<file path="src/rtl/sha_nonce_dispatcher.sv">
// sha_nonce_dispatcher: accepts work (work_*), streams nonces to the SHA pipeline (pipe_*), matches in-order results and reports leading-zero hits (found_*), with busy/done/lost_count status
module sha_nonce_dispatcher #(
  parameter int LATENCY = 65,
  parameter int LOST_W = 8
) (
  input  logic              CLK,
  input  logic              RST,
  input  logic              work_valid,
  output logic              work_ready,
  input  logic [255:0]      work_digest_initial,
  input  logic [255:0]      work_digest_in,
  input  logic [95:0]       work_block,
  input  logic [31:0]       work_nonce_start,
  input  logic [31:0]       work_nonce_end,
  input  logic [7:0]        work_zero_bits,
  input  logic              abort,
  output logic              pipe_write_en,
  output logic [255:0]      pipe_digest_initial,
  output logic [255:0]      pipe_digest_in,
  output logic [127:0]      pipe_block_in,
  input  logic [255:0]      pipe_digest_out,
  input  logic              pipe_valid_out,
  output logic              found_valid,
  input  logic              found_ready,
  output logic [31:0]       found_nonce,
  output logic [255:0]      found_digest,
  output logic              busy,
  output logic              done,
  output logic [LOST_W-1:0] lost_count
);
  localparam int OW = $clog2(LATENCY + 2);
  typedef enum logic [1:0] {IDLE, ISSUE, DRAIN} state_t;
  state_t state;
  logic [95:0] blk;
  logic [31:0] end_nonce, issue_nonce, result_nonce;
  logic [7:0] zero_bits;
  logic [OW-1:0] outstanding, out_next;
  logic [127:0] blk_hold;
  logic discard, issue, counted, hit, take, consume, load;
  assign issue = state == ISSUE && !abort;
  assign counted = pipe_valid_out && outstanding != '0;
  assign out_next = outstanding + OW'(issue) - OW'(counted);
  assign hit = (pipe_digest_out >> (9'd256 - {1'b0, zero_bits})) == '0;
  assign take = counted && hit && !discard && !(state == ISSUE && abort);
  assign consume = found_valid && found_ready;
  assign load = take && (!found_valid || found_ready);
  assign pipe_write_en = issue;
  assign pipe_block_in = issue ? {blk, issue_nonce} : blk_hold;
  assign busy = state != IDLE;
  always_ff @(posedge CLK)
    if (RST) begin
      state <= IDLE;
      work_ready <= 1'b0;
      blk <= '0;
      end_nonce <= '0;
      issue_nonce <= '0;
      result_nonce <= '0;
      zero_bits <= '0;
      outstanding <= '0;
      blk_hold <= '0;
      discard <= 1'b0;
      pipe_digest_initial <= '0;
      pipe_digest_in <= '0;
      found_valid <= 1'b0;
      found_nonce <= '0;
      found_digest <= '0;
      done <= 1'b0;
      lost_count <= '0;
    end else begin
      outstanding <= out_next;
      done <= 1'b0;
      if (issue) begin
        blk_hold <= pipe_block_in;
        issue_nonce <= issue_nonce + 32'd1;
      end
      if (counted) result_nonce <= result_nonce + 32'd1;
      if (load) begin
        found_valid <= 1'b1;
        found_nonce <= result_nonce;
        found_digest <= pipe_digest_out;
      end else if (consume) found_valid <= 1'b0;
      if (take && !load && lost_count != '1) lost_count <= lost_count + 1'b1;
      if (state == IDLE) begin
        if (work_valid && work_ready) begin
          blk <= work_block;
          end_nonce <= work_nonce_end;
          zero_bits <= work_zero_bits;
          pipe_digest_initial <= work_digest_initial;
          pipe_digest_in <= work_digest_in;
          issue_nonce <= work_nonce_start;
          result_nonce <= work_nonce_start;
          discard <= 1'b0;
          work_ready <= 1'b0;
          state <= ISSUE;
        end else work_ready <= 1'b1;
      end else if (state == ISSUE) begin
        if (abort) begin
          discard <= 1'b1;
          state <= DRAIN;
        end else if (issue_nonce == end_nonce) state <= DRAIN;
      end else if (out_next == '0) begin
        done <= 1'b1;
        work_ready <= 1'b1;
        state <= IDLE;
      end
    end
endmodule

</file>
<file path="config.mk">
export PLATFORM = sky130hd
export DESIGN_NAME = sha_nonce_dispatcher
export DESIGN_NICKNAME = d
export VERILOG_FILES = /design/src/rtl/sha_nonce_dispatcher.sv
export SDC_FILE = /design/constraint.sdc
export NUM_CORES = 2
export LEC_CHECK = 0
export CORE_AREA = 2 2 727 729
export DETAILED_ROUTE_END_ITERATION = 12
export DIE_AREA = 0 0 729 731
export PLACE_DENSITY_LB_ADDON = 0.08
export SKIP_LAST_GASP = 1
export SLEW_MARGIN = 20
export SYNTH_ARGS = -nofsm -noshare
export SYNTH_HDL_FRONTEND = slang
export SYNTH_SLANG_ARGS = --single-unit
</file>
<file path="constraint.sdc">
create_clock -name CLK -period 6.1 [get_ports CLK]
set_input_delay 1.22 -clock CLK [delete_from_list [all_inputs] [get_ports CLK]]
set_output_delay 1.22 -clock CLK [all_outputs]
set_load 0.005 [all_outputs]
</file>
### After elaboration in Yosys (flattened, before gate mapping)

Index checks and enable logic that the tools add are counted.

| word-level totals | value |
|---|---|
| flip-flop bits (word level) | 1149 |
| input bits | 942 |
| output and inout port bits | 941 |
| logic and storage cells | 86 |

| cells by class | value |
|---|---|
| $add $sub $neg | 6 |
| equality and inequality tests | 6 |
| shifts and indexed selects | 1 |
| mux-type cells | 24 |
| reduce and logical (&&, ||, !) cells | 32 |

Operators with widths:

| cell | number |
|---|---|
| $logic_not 256->1 | 1 |
| $shr 256x9->256 | 1 |
| $mux 32 | 6 |
| $mux 128 | 1 |
| $add 32x1->32 const B | 2 |
| $eq 32x32->1 | 1 |
| $mux 2 | 6 |
| $logic_and 1x1->1 | 11 |
| $mux 1 | 11 |
| $reduce_bool 2->1 | 5 |
| $sub 9x8->9 const A | 1 |
| $add 8x1->8 const B | 1 |
| $ne 8x8->1 const B | 1 |
| $add 7x1->7 | 1 |
| $logic_not 7->1 | 1 |
| $reduce_bool 7->1 | 1 |
| $sub 7x1->7 | 1 |
| $reduce_and 3->1 | 2 |
| $logic_not 1->1 | 5 |
| $ne 2x1->1 const B | 2 |
| $ne 4x2->1 const B | 1 |
| $reduce_and 2->1 | 2 |
| $reduce_bool 3->1 | 1 |
| $reduce_or 3->1 | 1 |
| other kinds (3) | 3 |

### Logic depth before layout (Yosys ltp)

| depth | value |
|---|---|
| depth after elaboration | 10 |
| gate-level depth with buffers | 30 |

### Worst setup path after synthesis

OpenSTA, ideal clock, no wires.

| path | value |
|---|---|
| kind | register to register |
| from | register zero_bits[0] |
| to | register lost_count[0] |
| arrival | 6.228 ns |
| slack | -0.249 ns |
| cell stages (with the launch flop) | 26 |
| period minus slack after synthesis | 6.349 ns |
| cell sequence | dfxtp_1 -> buf_4 -> inv_1 -> buf_2 -> buf_2 -> buf_2 -> clkbuf_1 -> ha_1 -> buf_2 -> buf_6 -> buf_2 -> buf_1 -> buf_2 -> mux4_2 -> mux4_2 -> o2bb2ai_1 -> a211oi_1 -> nor3_1 -> nand3_1 -> o41ai_1 -> a21oi_1 -> a2111oi_4 -> a31oi_2 -> buf_2 -> nor4_2 -> mux2_2 |

| on the way | value |
|---|---|
| cells in the longest elaborated chain, start to end | 10 |

Ends and longest elaborated chain:

| element | RTL line | RTL |
|---|---|---|
| start, declared | 36 | `logic [7:0] zero_bits;` |
| start signal, assigned | 87 | `zero_bits <= work_zero_bits;` |
| $sub 9x8->9 * | 43 | `assign hit = (pipe_digest_out >> (9'd256 - {1'b0, zero_bits})) == '0;` |
| $shr 256x9->256 * | 43 |  |
| $logic_not 256->1 * | 43 |  |
| $logic_and 1x1->1 * (3 in a row) | 44 | `assign take = counted && hit && !discard && !(state == ISSUE && abort);` |
| $logic_and 1x1->1 | 46 | `assign load = take && (!found_valid \|\| found_ready);` |
| $logic_not 1->1 | 82 | `if (take && !load && lost_count != '1) lost_count <= lost_count + 1'b1;` |
| $logic_and 1x1->1 * (2 in a row) | 82 |  |
| end signal, assigned | 82 |  |
| end, declared | 29 | `output logic [LOST_W-1:0] lost_count` |

Every way passes the cells marked *; elsewhere a longest branch is shown, timed or not.
A chain may end at the register's enable or synchronous reset.

### Worst setup path after layout

| path | value |
|---|---|
| from | register zero_bits[0] |
| to | register found_digest[17] |

| on the way | value |
|---|---|
| cells in the longest elaborated chain, start to end | 7 |

Ends and longest elaborated chain:

| element | RTL line | RTL |
|---|---|---|
| $sub 9x8->9 | 43 |  |
| $shr 256x9->256 | 43 |  |
| $logic_not 256->1 | 43 |  |
| $logic_and 1x1->1 (3 in a row) | 44 |  |
| $logic_and 1x1->1 | 46 |  |
| end signal, assigned | 80 | `found_digest <= pipe_digest_out;` |
| end, declared | 26 | `output logic [255:0] found_digest,` |

Every way passes these cells.

==> metrics <==
vias in the first global route roughly 74000; H-tree depth 4; drc violations 0; min-delay worst type register to register; Vias/cell 4.24; dominant cells by area after synthesis dfxtp_1 (37%), nand2_1 (12%), mux4_2 (7.1%); Reg2Reg Setup Slack roughly 0.14 ns; area of the die roughly 0.53 mm2; Yosys top cell area share 0.367; net switching fraction of the power 0.407; Int Power roughly 21 mW; VDD IR max between 0.0002 and 0.00025 V; Worst Setup Start Kind register; remaining antenna violation count 0; Hold EP blk[39]$_SDFFE_PP0P_; fin crit period 5.96 ns; Worst Max-Slew Pin Slew between 1 and 1.5 ns; Filler cells 58477; max cap viols 0; Mapped Avg Cell Area between 8 and 9 um2; Max Freq 168 MHz; row count 267; Via Count roughly 74000; Starting Density 0.119; first-pass GRT wire length between 800000 and 900000 um; Final Max Tran Viols 0; flops & latches, synth ~1100; total grt overflow 0; Final Cycle Share 0.976; # nets final roughly 11000; worst setup path start zero_bits[0]$_SDFFE_PP0P_; Req. time, crit path a little under 7 ns; Synth cell types roughly 110; Clock Sinks ~1100; die height approximately 730 um; Detailed Route Iter0 Violations around 5300; area of the mapped netlist around 0.063 mm2; commonest register cell after synthesis dfxtp_1; Final Power 35.6 mW; outcome complete, no violations; Leakage between 30 and 40 nW; Clock Power Share 0.303; Layout area overhead 67.4%; total CTS buffers roughly 180; ys async rst share 0; switching power 14.5 mW; Critical R2R Capture found_digest[17]$_SDFFE_PP0P_; drt total wl between 600000 and 700000 um; crit path DAT roughly 6.7 ns; gp weighted congestion around 0.95; clk slew on worst S/H paths 0.06 ns; R2R depth 22; port buffer count 1882; Seq/Total Area, Yosys 0.367; Ys Warns 0; die width roughly 730 um; CTS tree yes; Hold Vio Cnt, Final 0; CP Capture Type register; Slew HR 0.119; Post-Synthesis Cells between 7000 and 8000; pin count of the biggest net entering global routing approximately 150; antenna violations before repair just over 400; worst hold start blk[39]$_SDFFE_PP0P_; clock buffer depth 4; WS Path Type register to register; area leader, netlist dfxtp_1; post-layout util 0.200; layout cells sized above 1 0.195; CP Max Fanout 91; clk_lat worst skew 0.93 ns; Root Buffer clkbuf_16; GRT Total Usage 0.232; total area of sequential cells 0.0230 mm2; Gate power share 0.447; RR Startpoint zero_bits[0]$_SDFFE_PP0P_; final setup fails 0; hold buffers post-CTS 0; First-pass DRT Iterations 5; IO Pins roughly 1900; Sequential Power Share 0.250; routed length per instance about 37 um; post-DP HPWL between 500000 and 600000 um; Worst Hold Depth 2; core area roughly 0.53 mm2; number of flops mapped to enable cells by yosys 0; multi-input logic area ~0.037 mm2; synthesized net count about 8500; clock skew between 0.1 and 0.15 ns; power per cell area about 340 mW/mm2
[metal layers]
metal  share of wire  global-route usage  up-vias  wire length (um)
met5         0.00058                   0        -               374
met4           0.042              0.0800       56             27200
met3           0.078              0.0744     1016             50900
met2            0.48               0.403     2767            315000
met1            0.39               0.268    37271            256000
li1                -                   -    32748                 -
[synth_stat cells (27+ instances only)]
library cell	number
a2111oi_0	27
a211oi_1	50
a21oi_1	846
a22oi_1	30
a31o_1	245
a31o_2	45
a31oi_1	41
and2_1	148
buf_2	179
buf_4	43
clkbuf_1	465
dfxtp_1	1149
inv_1	35
mux2_2	122
mux2i_1	292
mux4_2	198
nand2_1	1951
nand3_1	138
nand4_1	30
nor2_1	227
nor2b_1	32
nor3_1	147
nor4_1	51
o211ai_1	37
o21ai_0	136
o311a_1	292
xnor2_1	34
xor2_1	72
[worst max-delay path by stage]
stage	cells past startpoint	slack (ns)	to
2_1_floorplan	27	0.02	lost_count[0]$_SDFFE_PP0P_
3_3_place_gp	23	-1.0	found_digest[234]$_SDFFE_PP0P_
3_5_place_dp	23	-0.80	found_digest[229]$_SDFFE_PP0P_
4_1_cts	23	0.0007	found_digest[216]$_SDFFE_PP0P_
5_1_grt	26	-0.02	found_digest[57]$_SDFFE_PP0P_
6_report	22	0.14	found_digest[17]$_SDFFE_PP0P_
[registers in the layout (all words and copies together) (netlist names)]
| register | cells |
|---|---|
| found_digest | 256 |
| end_nonce | 32 |
| work_ready | 1 |
| done | 1 |
| found_valid | 1 |
| pipe_digest_initial | 256 |
| state | 2 |
| result_nonce | 32 |
| blk_hold | 128 |
| zero_bits | 8 |
| blk | 96 |
| lost_count | 8 |
| outstanding | 7 |
| found_nonce | 32 |
| issue_nonce | 32 |
| discard | 1 |
| pipe_digest_in | 256 |
[cell families (layout without fill, tap and decap cells)]
kind of cell / count (synthesis) / in the layout / synth area share
buffers and inverters: 753 / 3466 / 0.0522
and+or+nand+nor: 2846 / 2846 / 0.194
other: 0 / 175 / 0
adders and majority gates: 14 / 14 / 0.00291
muxes: 624 / 624 / 0.142
xor gates and xnor gates: 109 / 109 / 0.0156
DFF: 1149 / 1149 / 0.367
AOI/OAI and AO/OA: 2034 / 2034 / 0.227
[power groups by stage]
stage,Combinational [mW],Sequential [mW],Clock [mW]
after CTS,15.8,8.91,11.2
after global placement,15.7,9.06,0
final,15.9,8.90,10.8
after detailed placement,15.6,9.06,0
after global routing,16.8,8.98,11.4
after floorplan,6.00,8.83,0
[through the flow]
step	cell area, um2	setup TNS (ns)	setup slack (ns)	cells	hold WS [ns]
after floorplan	62700	0	0.0167	7529	0.431
after global placement	97600	-273.83	-0.998	16882	0.443
after detailed placement	97600	-213.20	-0.796	16882	0.445
after CTS	104000	0	0.000706	17196	0.453
after global routing	105000	-0.499	-0.0228	17351	0.471
final	105000	0	0.144	17411	0.453
[area by class of cell]
type,instances,area share
Multi-Input combinational cell,5627,0.352
Timing Repair Buffer,3120,0.284
Sequential cell,1149,0.219
Tap cell,6994,0.0834
Clock buffer,260,0.0494
Clock inverter,48,0.00667
Antenna cell,175,0.00417
Inverter,38,0.00154
[cell usage in the layout, fill, tap and decap left out, drive strengths merged, types with 32 or more instances in the layout]
cell type | Yosys | routed
o21ai | 150 | 150
a2111oi | 32 | 32
inv | 36 | 40
nor2b | 32 | 32
a31oi | 42 | 42
nand2 | 1951 | 1951
a31o | 290 | 290
mux2 | 134 | 134
mux4 | 198 | 198
a21oi | 846 | 846
nor2 | 227 | 227
a211oi | 51 | 51
o211ai | 37 | 37
nand3 | 138 | 138
clkinv | 2 | 33
nor4 | 53 | 53
and2 | 150 | 150
dfxtp | 1149 | 1149
nor3 | 153 | 153
xnor2 | 36 | 36
xor2 | 73 | 73
o311a | 292 | 292
clkbuf | 465 | 266
diode | 0 | 175
buf | 250 | 1236
mux2i | 292 | 292
clkdlybuf4s50 | 0 | 1877
[critical path, cell delays in order (launching register included)]
cell and delay (ns):
dfxtp_4 0.40, inv_4 0.06, ha_4 0.35, buf_12 0.18
buf_12 0.15, mux2_1 0.34, mux2_2 0.31, nor3_1 0.30
buf_4 0.18, a21oi_1 0.12, mux4_2 0.55, o32ai_1 0.32
buf_4 0.19, a32oi_1 0.07, a2111oi_2 0.32, nand4_1 0.18
o41ai_2 0.30, buf_4 0.17, a31oi_4 0.09, buf_12 0.18
buf_12 0.19, o311a_1 0.47, a31o_2 0.21
[timing repair]
item | CTS | global route
endpoints found under the setup margin | 293 | 293
gates resized for setup | 25 | 77
buffers inserted | 4 | 33
cloned | 2 | 7
pin swaps | 1 | 17
(Power assumes the default switching activity.)
